===== src/rtl/alu_ctrl_pkg.sv =====
// Shared types and constants for the two-requester ALU sharing controller.
package alu_ctrl_pkg;

  localparam int OPW = 3;

  typedef enum logic [1:0] {
    IDLE = 2'd0,
    EXEC = 2'd1,
    RESP = 2'd2
  } state_e;

endpackage


===== src/rtl/alu_share_ctrl_rr_arb2.sv =====
// Two-way round-robin arbiter: a lone requester wins; on a tie the one that did not win last wins.
module rr_arb2 (
  input  logic [1:0] req,
  input  logic       last_grant,
  output logic [1:0] gnt,
  output logic       gnt_id
);

  always_comb begin
    gnt = 2'b00;
    case (req)
      2'b01:   gnt = 2'b01;
      2'b10:   gnt = 2'b10;
      2'b11:   gnt = last_grant ? 2'b01 : 2'b10;
      default: gnt = 2'b00;
    endcase
    gnt_id = gnt[1];
  end

endmodule


===== src/rtl/alu_share_ctrl.sv =====
// Shares one external combinational ALU between two requesters, one operation in flight at a time.
// Handshake: a transfer happens on a rising edge where valid and ready are both high on that channel.
module alu_share_ctrl
  import alu_ctrl_pkg::*;
#(
  parameter int N = 8
) (
  input  logic             clk,
  input  logic             rst,
  input  logic [1:0]       req_valid,
  output logic [1:0]       req_ready,
  input  logic [2*N-1:0]   req_opa,
  input  logic [2*N-1:0]   req_opb,
  input  logic [2*OPW-1:0] req_opcode,
  output logic [1:0]       rsp_valid,
  input  logic [1:0]       rsp_ready,
  output logic [N-1:0]     rsp_result,
  output logic [N-1:0]     alu_opa,
  output logic [N-1:0]     alu_opb,
  output logic [OPW-1:0]   alu_opcode,
  input  logic [N-1:0]     alu_out,
  output logic             busy,
  output logic [1:0]       dbg_state
);

  state_e         state_q, state_d;
  logic           last_grant_q, last_grant_d;
  logic           gid_q, gid_d;
  logic [N-1:0]   opa_q, opa_d;
  logic [N-1:0]   opb_q, opb_d;
  logic [OPW-1:0] opc_q, opc_d;
  logic [N-1:0]   result_q, result_d;

  logic [1:0] gnt;
  logic       gnt_id;

  rr_arb2 u_arb (
    .req        (req_valid),
    .last_grant (last_grant_q),
    .gnt        (gnt),
    .gnt_id     (gnt_id)
  );

  always_comb begin
    state_d      = state_q;
    last_grant_d = last_grant_q;
    gid_d        = gid_q;
    opa_d        = opa_q;
    opb_d        = opb_q;
    opc_d        = opc_q;
    result_d     = result_q;
    req_ready    = 2'b00;
    rsp_valid    = 2'b00;
    case (state_q)
      IDLE: begin
        req_ready = gnt;
        // gnt is non-zero exactly when some requester is valid, so that is an accept.
        if (gnt != 2'b00) begin
          opa_d        = gnt_id ? req_opa[2*N-1:N] : req_opa[N-1:0];
          opb_d        = gnt_id ? req_opb[2*N-1:N] : req_opb[N-1:0];
          opc_d        = gnt_id ? req_opcode[2*OPW-1:OPW] : req_opcode[OPW-1:0];
          gid_d        = gnt_id;
          last_grant_d = gnt_id;
          state_d      = EXEC;
        end
      end
      EXEC: begin
        result_d = alu_out;
        state_d  = RESP;
      end
      RESP: begin
        rsp_valid[gid_q] = 1'b1;
        if (rsp_ready[gid_q]) begin
          state_d = IDLE;
        end
      end
      default: state_d = IDLE;
    endcase
  end

  always_ff @(posedge clk) begin
    if (rst) begin
      state_q      <= IDLE;
      last_grant_q <= 1'b1;
      gid_q        <= 1'b0;
      opa_q        <= '0;
      opb_q        <= '0;
      opc_q        <= '0;
      result_q     <= '0;
    end else begin
      state_q      <= state_d;
      last_grant_q <= last_grant_d;
      gid_q        <= gid_d;
      opa_q        <= opa_d;
      opb_q        <= opb_d;
      opc_q        <= opc_d;
      result_q     <= result_d;
    end
  end

  assign alu_opa    = opa_q;
  assign alu_opb    = opb_q;
  assign alu_opcode = opc_q;
  assign rsp_result = result_q;
  assign busy       = (state_q != IDLE);
  assign dbg_state  = state_q;

endmodule


===== config.mk =====
export PLATFORM = sky130hd
export DESIGN_NAME = alu_share_ctrl
export DESIGN_NICKNAME = d
export VERILOG_FILES = /design/src/rtl/alu_ctrl_pkg.sv /design/src/rtl/alu_share_ctrl_rr_arb2.sv /design/src/rtl/alu_share_ctrl.sv
export SDC_FILE = /design/constraint.sdc
export NUM_CORES = 1
export LEC_CHECK = 0
export BUFFER_PORTS_ARGS = -buffer_cell sky130_fd_sc_hd__buf_4
export CAP_MARGIN = 20
export CORE_UTILIZATION = 47
export DETAILED_ROUTE_END_ITERATION = 8
export GPL_ROUTABILITY_DRIVEN = 0
export PLACE_DENSITY = 0.84
export SLEW_MARGIN = 20
export SYNTH_ARGS = -nofsm -noshare
export SYNTH_HDL_FRONTEND = slang
export SYNTH_SLANG_ARGS = --single-unit

===== constraint.sdc =====
create_clock -name clk -period 3.1 [get_ports clk]
set_clock_uncertainty 0.05 [all_clocks]
set_input_delay 0.155 -clock clk [delete_from_list [all_inputs] [get_ports clk]]
set_output_delay 0.155 -clock clk [all_outputs]
set_load 0.01 [all_outputs]

==> out/qor.yml, run 1 <==
finish:
  syn_to_final_growth_pct: 42.7
  nets: 296
  drive_gt1_share_pct: 48.6
  num_antenna_cells: 0
  fin_util_pct: 72.0
  instances_no_fill: 289
logic_synthesis:
  synth_edf_count: 0
  synth_top_cell_by_area: "dfxtp_1"
  ys_top_cells_by_area: "dfxtp_1 39%, nor4b_2 18%, a21oi_1 8.9%"
  yosysWarningCount: 0
  async_flop_share_pct: 0
  syn_inst: 169
  synthTopCellsByCount: "31 x dfxtp_1, 28 x a21oi_1, 19 x nor3_1, 19 x nor4_1, 19 x nor4b_2"
  synthesis.nets: 221
  syn_area_mm2: 0.00158
  yosysUniqueCellTypes: 24
  avgSynthCellArea_um2: 9.34
  seq_area_frac_synth_pct: 39.3
  synth.most_common_cell: "dfxtp_1"
  synth-main-ff-cell: "dfxtp_1"
  synth-seq-cells: 31
  synth_top_area_share_pct: 39.3
drt:
  wl_per_cell_um: 14.0
  vias_per_cell: 5.43
  ant_nets: 0
  vias: 1569
  dr.first_iter.drc_count: 70
  drt_wl_total_um: 4030
  drc: 0
  dr.pass1.iters: 4
critical_path:
  crit_type: "reg2out"
  critPathCaptureType: "primary output"
  arrival_ns: 1.94
  startpoint: "dbg_state[0]$_SDFFE_PP0P_"
  r2r_start: "dbg_state[0]$_SDFFE_PP0P_"
  cp_max_fo: 41
  critPathRequiredTime_ns: 2.89
  worst_setup_path_start_kind: "flop"
floorplanning:
  io_pins: 86
  start_util_pct: 50.4
  rows: 20
  dieArea_mm2: 0.00359
  core_area_mm2: 0.00313
  die_x_um: 59.9
  fp.dieH_um: 59.9
worst_hold_path:
  hold_class: "in2reg"
  holdCritStartpoint: "alu_out[6]"
pwr:
  switching_share_pct: 29.2
  p_seq_share_pct: 42.1
  p_clk_share_pct: 29.4
  powerDensity_mw_per_mm2: 498
  p_switching_uw: 328
  combPwrFrac_pct: 28.5
  vdd_drop_max_mv: 0.302
  internal-power_uw: 794
  leakage_uw: 0.000946
sta:
  holdWs_ns: 0.0142
  tightest_slew_ns: 0.834
  setup_slack_ns: 0.958
  fin_tns_setup_ns: 0
  rsz0062_at_grt: "false"
  period_minus_slack_ns: 2.14
  max_freq_mhz: 467
  setup_violations: 0
  slew_headroom_pct: 44.1
  fin_crit_sh_pct: 69.1
  drv_slew: 0
  hold_viol_final: 0
clock_tree:
  h-tree-depth: 2
  cts_tree: "built"
  clk_latency_ns: 0.33
  ctsResizeCount: 0
  cts_buffers: 5
  clockBufferDepth: 2
  root_buffer: "clkbuf_4"
  path_clk_slew_ns: 0.10
  cts_setup_buffers: 0
  cts_sinks: 31
place:
  dp.cells: 280
  dp_hpwl_um: 2820
  dpl_worst_slack_ns: 1.35
  io_buffers: 85
grt:
  antenna_found_initial: 0
  grt.overflow.total: 0
  grt_pass1_vias: 1468
  grt_pass1_wl_um: 6250
  grt_usage_pct: 23.6
  grt_max_degree: 42
run:
  maxCapViolCount: 0
outcome:
  status: "finished, final reports clean"
registers in the layout (all words and copies together) (netlist names):
signal and flops:
gid_q 1, alu_opb 8, alu_opcode 3, last_grant_q 1, dbg_state 2, alu_opa 8
rsp_result 8
power groups by stage:
| stage | clock, uW | sequential [uW] | combinational [uW] |
|---|---|---|---|
| 3_5_place_dp | 0 | 480 | 321 |
| 4_1_cts | 335 | 472 | 322 |
| 5_1_grt | 348 | 478 | 349 |
| 3_3_place_gp | 0 | 479 | 316 |
| 6_report | 330 | 472 | 320 |
| 2_1_floorplan | 0 | 495 | 179 |
metrics by stage:
stage	power [uW]	cell area [um2]
after floorplan	673	1580
after global placement	795	2160
after detailed placement	801	2160
after CTS	1130	2250
after global routing	1170	2250
final	1120	2250
cell usage in the layout (no fill, tap or decap), types with 2 or more instances in the layout:
| cell type | Yosys | routed |
|---|---|---|
| nor2_1 | 2 | 2 |
| nor3_1 | 19 | 19 |
| nor3b_1 | 2 | 2 |
| a21oi_1 | 28 | 28 |
| buf_4 | 2 | 86 |
| nor4b_2 | 19 | 19 |
| nor4_1 | 19 | 19 |
| clkbuf_4 | 0 | 5 |
| dfxtp_1 | 31 | 31 |
| nand2_1 | 17 | 17 |
cell type report:
class | instances | area, um2
clock buffers | 6 | 51.3
clock inverters | 2 | 35.0
fillers | 259 | 876
inverters | 1 | 6.26
multi-input cells | 118 | 828
flip-flops and latches | 31 | 621
well taps | 44 | 55.1
repair buffers | 87 | 656
logic make-up (layout without fill, tap and decap cells):
| family | count (synthesis) | after routing | synth area share, % |
|---|---|---|---|
| compound gates | 32 | 32 | 11.2 |
| flops | 31 | 31 | 39.3 |
| mux | 1 | 1 | 0.634 |
| buf+inv | 20 | 96 | 8.33 |
| simple gates | 85 | 85 | 40.5 |
final timing paths:
| check | end | slack, ns | cells past startpoint |
|---|---|---|---|
| worst max-delay path | req_ready[1] | 0.96 | 4 |
| worst min-delay path | rsp_result[6]$_SDFFE_PP0N_ | 0.01 | 3 |
| worst max register to register | alu_opa[0]$_SDFFE_PP0P_ | 1.35 | 4 |
| worst min register to register | rsp_result[5]$_SDFFE_PP0N_ | 0.41 | 2 |
critical path: stages (launching register included):
cell and delay, ns:
dfxtp_1 0.39, nor2_4 0.46, inv_4 0.31, nor2_1 0.27, buf_4 0.16
routing by layer:
metal  vias to the layer above  part of all wire [%]  global-route usage, %  wire, um
met1                       737                    41                   25.4      1650
li1                        781                     -                      -         -
met2                        46                    52                   43.2      2110
met5                         -                     0                      0         0
met4                         0                   1.3                   6.98        52
met3                         5                   5.4                   7.79       218
timing repair:
item,CTS,global route
endpoints found under the hold margin,1,0
setup endpoints to repair,0,0
hold buffers,1,0
Note: power is estimated with default switching activity, not from simulation.
==> inputs of run 2 (changes only) <==
--- a/config.mk
+++ b/config.mk
@@ -7,10 +7,10 @@
 export LEC_CHECK = 0
 export BUFFER_PORTS_ARGS = -buffer_cell sky130_fd_sc_hd__buf_4
 export CAP_MARGIN = 20
-export CORE_UTILIZATION = 47
+export CORE_UTILIZATION = 44
 export DETAILED_ROUTE_END_ITERATION = 8
 export GPL_ROUTABILITY_DRIVEN = 0
-export PLACE_DENSITY = 0.84
+export PLACE_DENSITY = 0.79
 export SLEW_MARGIN = 20
 export SYNTH_ARGS = -nofsm -noshare
 export SYNTH_HDL_FRONTEND = slang
==> constraint.sdc (replaced) <==
create_clock -name clk -period 1.99 [get_ports clk]
set_clock_uncertainty 0.05 [all_clocks]
set_input_delay 0.0995 -clock clk [delete_from_list [all_inputs] [get_ports clk]]
set_output_delay 0.0995 -clock clk [all_outputs]
set_load 0.01 [all_outputs]
==> out/qor.yml, run 2 (synthesis gave the netlist of run 1 again) <==
drt:
  vias: 1585
  drt_wl_total_um: 4150
  drc: 0
  dr.first_iter.drc_count: 59
  ant_nets: 0
  wl_per_cell_um: 13.8
  vias_per_cell: 5.25
  dr.pass1.iters: 4
place:
  io_buffers: 85
  dp.cells: 286
  dp_hpwl_um: 2830
finish:
  nFillCells: 281
  layout_common_cells: "90 x buf_4, 31 x dfxtp_1, 28 x a21oi_1"
  instances_no_fill: 302
  final_common_cell: "buf_4"
  fin_util_pct: 69.0
  seq_area_um2: 621
  syn_to_final_growth_pct: 48.1
  drive_gt1_share_pct: 47.7
  nets: 307
  multi_input_area_um2: 828
  num_antenna_cells: 0
sta:
  setup_violations: 0
  fin_tns_setup_ns: 0
  slew_headroom_pct: 66.4
  rsz0062_at_grt: "false"
  period_minus_slack_ns: 1.65
  max_freq_mhz: 606
  drv_slew: 0
  tightest_slew_ns: 0.503
  holdWs_ns: -0.00231
  fin_crit_sh_pct: 82.9
  hold_viol_final: 1
worst_hold_path:
  hold_class: "in2reg"
  holdCritStartpoint: "req_opb[2]"
grt:
  grt_max_degree: 33
  grt_pass1_wl_um: 6110
  antenna_found_initial: 0
  grt_usage_pct: 22.0
  grt_pass1_vias: 1448
  grt.overflow.total: 0
floorplanning:
  fp.dieH_um: 61.9
  dieArea_mm2: 0.00383
  start_util_pct: 46.5
  die_x_um: 61.9
  rows: 21
  core_area_mm2: 0.00339
  io_pins: 86
clock_tree:
  root_buffer: "clkbuf_4"
  clk_latency_ns: 0.34
  cts_sinks: 31
  cts_tree: "built"
  h-tree-depth: 2
  path_clk_slew_ns: 0.10
  cts_buffers: 5
  clockBufferDepth: 2
  cts_setup_buffers: 0
critical_path:
  worst_setup_path_start_kind: "flop"
  cpPeakStageDelay_ns: 0.47
  startpoint: "dbg_state[0]$_SDFFE_PP0P_"
  r2r_start: "dbg_state[0]$_SDFFE_PP0P_"
  arrival_ns: 1.50
  path_cells: "nor2_4, inv_4, nor2_1, buf_4"
  cp_max_fo: 32
  crit_type: "reg2out"
  cpMaxStageDelayCell: "dfxtp_1"
  critPathRequiredTime_ns: 1.84
  critPathCaptureType: "primary output"
pwr:
  powerDensity_mw_per_mm2: 724
  vdd_drop_max_mv: 0.336
  leakage_uw: 0.000986
outcome:
  violations: "hold timing"
  status: "finished with violations"
run:
  maxCapViolCount: 0
==> run 2: cell count changes in the layout (fill, tap and decap cells not counted), sizes merged <==
cell         before  now
dlygate4sd3       1    8
buf              86   90
clkbuf            6    8
bufinv            1    0
clkinv            1    0
==> run 2: area by class of cell <==
| class | count | area share (%) |
|---|---|---|
| inverter | 1 | 0.268 |
| tap | 46 | 2.46 |
| multi-input combinational | 118 | 35.4 |
| timing repair buffer | 98 | 32.3 |
| clock buffer | 8 | 2.94 |
| sequential | 31 | 26.6 |
==> run 2: metal layers <==
layer / up-vias / global-route usage [%] / wire length (um)
met5: - / 0 / 0
met4: 0 / 8.89 / 64
met3: 7 / 7.04 / 266
met2: 50 / 40.9 / 2110
met1: 732 / 22.8 / 1710
li1: 796 / - / -
==> run 2: critical path, delay by kind of cell (launching register included) <==
family	cells	cell delay [ns]
flip-flops	1	0.47
buffers and inverters	2	0.47
AND/OR/NAND/NOR	2	0.22
==> run 2: timing repair <==
action	4_1_cts	5_1_grt
resized for setup	0	0
endpoints found under the hold margin	8	0
hold buffers	8	0
==> run 2: final timing paths <==
path | end | slack (ns) | cells after the start
hold / removal | alu_opb[2]$_SDFFE_PP0P_ | -0.002 | 3
hold reg to reg | rsp_result[5]$_SDFFE_PP0N_ | 0.41 | 2
setup reg to reg | alu_opa[2]$_SDFFE_PP0P_ | 0.45 | 5
setup / recovery | req_ready[1] | 0.34 | 4
==> run 2: through the flow <==
| step | worst slack [ns] | area, um2 | total power [uW] |
|---|---|---|---|
| floorplan | 0.750 | 1580 | 1050 |
| global placement | 0.571 | 2190 | 1250 |
| detailed placement | 0.463 | 2190 | 1260 |
| CTS | 0.333 | 2340 | 1690 |
| global route | 0.246 | 2340 | 1780 |
| finish | 0.340 | 2340 | 1690 |
==> run 2: power breakdown <==
group | switching, uW | total, uW | leakage [uW] | internal [uW]
combinational | 254 | 527 | 0.000691 | 273
clock | 227 | 435 | 0.0000386 | 208
sequential | 43.4 | 732 | 0.000257 | 689
==> inputs of run 3 (changes only) <==
--- a/config.mk
+++ b/config.mk
@@ -5,6 +5,7 @@
 export SDC_FILE = /design/constraint.sdc
 export NUM_CORES = 1
 export LEC_CHECK = 0
+export ABC_AREA = 1
 export BUFFER_PORTS_ARGS = -buffer_cell sky130_fd_sc_hd__buf_4
 export CAP_MARGIN = 20
 export CORE_UTILIZATION = 44
==> constraint.sdc (replaced) <==
create_clock -name clk -period 1.6 [get_ports clk]
set_clock_uncertainty 0.05 [all_clocks]
set_input_delay 0.08 -clock clk [delete_from_list [all_inputs] [get_ports clk]]
set_output_delay 0.08 -clock clk [all_outputs]
set_load 0.01 [all_outputs]
==> out/qor.yml, run 3 <==
drt:
  wl_per_cell_um: 11.6
  vias: 1816
  dr.pass1.iters: 4
  drc: 0
  drt_wl_total_um: 4690
  vias_per_cell: 4.48
  dr.first_iter.drc_count: 75
  ant_nets: 0
floorplanning:
  io_pins: 86
  dieArea_mm2: 0.00384
  core_area_mm2: 0.00339
  die_x_um: 62.0
  rows: 21
  fp.dieH_um: 62.0
  start_util_pct: 46.7
critical_path:
  cpMaxStageDelayCell: "dlygate4sd3_1"
  cp_max_fo: 3
  cpPeakStageDelay_ns: 0.56
  path_cells: "inv_1, nor2_1, nand3_1, dlygate4sd3_1, a21oi_1"
  arrival_ns: 1.75
  critPathCaptureType: "flop"
  worst_setup_path_start_kind: "flop"
  crit_type: "reg2reg"
  critPathRequiredTime_ns: 1.83
pwr:
  p_seq_share_pct: 43.0
  p_clk_share_pct: 21.4
  powerDensity_mw_per_mm2: 775
  vdd_drop_max_mv: 0.424
  internal-power_uw: 1400
  p_switching_uw: 708
  leakage_uw: 0.00131
  total_power_uw: 2110
  combPwrFrac_pct: 35.6
  switching_share_pct: 33.6
logic_synthesis:
  syn_area_mm2: 0.00158
  seq_area_frac_synth_pct: 39.2
  synthTopCellsByCount: "62 x nand2_1, 46 x nor2_1, 31 x dfxtp_1"
  synthesis.nets: 281
  synth-main-ff-cell: "dfxtp_1"
  yosysWarningCount: 0
  yosysUniqueCellTypes: 17
  synth_top_area_share_pct: 39.2
  synth_top_cell_by_area: "dfxtp_1"
  synth.most_common_cell: "nand2_1"
  synth_edf_count: 0
  avgSynthCellArea_um2: 6.91
  synth-seq-cells: 31
  async_flop_share_pct: 0
  ys_top_cells_by_area: "dfxtp_1 39%, nand2_1 15%, nor2_1 11%"
  syn_inst: 229
clock_tree:
  clockBufferDepth: 2
  clk_latency_ns: 0.34
  h-tree-depth: 2
  cts_sinks: 31
  cts_tree: "built"
  path_clk_slew_ns: 0.10
  root_buffer: "clkbuf_4"
  cts_buffers: 5
sta:
  max_freq_mhz: 658
  period_minus_slack_ns: 1.52
  rsz0062_at_grt: "false"
  holdWs_ns: 0.00513
  tightest_slew_ns: 0.535
  fin_tns_setup_ns: 0
  hold_viol_final: 0
  slew_headroom_pct: 64.3
  drv_slew: 0
  fin_crit_sh_pct: 95.0
  setup_violations: 0
grt:
  grt_usage_pct: 25.7
  grt_pass1_wl_um: 7020
  grt.overflow.total: 0
  antenna_found_initial: 0
  grt_max_degree: 42
  grt_pass1_vias: 1622
finish:
  nets: 410
  layout_common_cells: "87 x buf_4, 62 x nand2_1, 46 x nor2_1, 46 x dlygate4sd3_1, 31 x dfxtp_1"
  num_antenna_cells: 0
  design_area_mm2: 0.00272
  drive_gt1_share_pct: 37.6
  syn_to_final_growth_pct: 71.6
  fin_util_pct: 80.1
  final_common_cell: "buf_4"
place:
  io_buffers: 85
  dp_hpwl_um: 2600
  placed_cell_area_mm2: 0.00220
outcome:
  status: "finished, final reports clean"
run:
  maxCapViolCount: 0
worst_hold_path:
  hold_class: "in2reg"
-- run 3: changes by cell type after synthesis, sizes merged, moves of 2 or more --
cell	delta
a21oi	+2
buf	-5
clkbuf	-3
inv	+27
nand2	+47
nor2	+61
nor2b	-2
nor3	-19
nor3b	-2
nor4	-19
nor4b	-19
-- run 3: path summary, 6_finish.rpt --
path	from	end	slack (ns)	cells past startpoint
setup / recovery	dbg_state[1]$_SDFFE_PP0P_	dbg_state[1]$_SDFFE_PP0P_	0.08	5
hold / removal	req_opb[1]	alu_opb[1]$_SDFFE_PP0P_	0.005	5
setup reg to reg	dbg_state[1]$_SDFFE_PP0P_	dbg_state[1]$_SDFFE_PP0P_	0.08	5
hold reg to reg	last_grant_q$_SDFFE_PP1P_	last_grant_q$_SDFFE_PP1P_	0.41	2
-- run 3: critical path: cells and delay by family, from the launching register on --
kind / cells / cell delay, ns
DFF: 1 / 0.41
and+or+nand+nor: 2 / 0.23
buffers and inverters: 2 / 0.65
AOI/OAI and AO/OA: 1 / 0.11
-- run 3: final cells by class --
class | instances | area, um2
Clock inverter | 3 | 15.0
Fill cell | 243 | 673
Clock buffer | 5 | 37.5
Multi-Input combinational cell | 159 | 767
Timing Repair Buffer | 133 | 1110
Inverter | 28 | 105
Sequential cell | 31 | 621
Tap cell | 46 | 57.6
-- run 3: metrics by stage --
step,instances,worst slack (ns)
after floorplan,229,0.450
after global placement,351,0.243
after detailed placement,351,0.232
after CTS,405,0.0975
after global routing,405,0.00323
final,405,0.0799
-- run 3: routing by layer --
layer	vias to the layer above	GRT usage, %	routed length, um
li1	943	-	-
met1	796	28.0	1820
met2	69	46.0	2500
met3	8	9.11	308
met4	0	8.57	68
met5	-	0	0
-- run 3: power groups by stage --
stage | Sequential, uW | Combinational (uW) | Clock (uW)
2_1_floorplan | 957 | 361 | 0
3_3_place_gp | 919 | 642 | 0
3_5_place_dp | 924 | 649 | 0
4_1_cts | 907 | 740 | 454
5_1_grt | 919 | 830 | 499
6_report | 907 | 750 | 450
-- run 3: what timing repair did --
item,CTS,global route
hold buffers,46,0
endpoints found under the setup margin,1,0
gates resized for setup,1,0
hold endpoints to repair,28,0
buffers inserted,0,0
-- run 3: kinds of logic (layout without fill, tap and decap cells) --
family	count (synthesis)	after routing	share of synthesized area, %
and+or+nand+nor	129	129	34.5
buffers and inverters	39	169	12.3
DFF	31	31	39.2
AOI/OAI and AO/OA	30	30	14.0
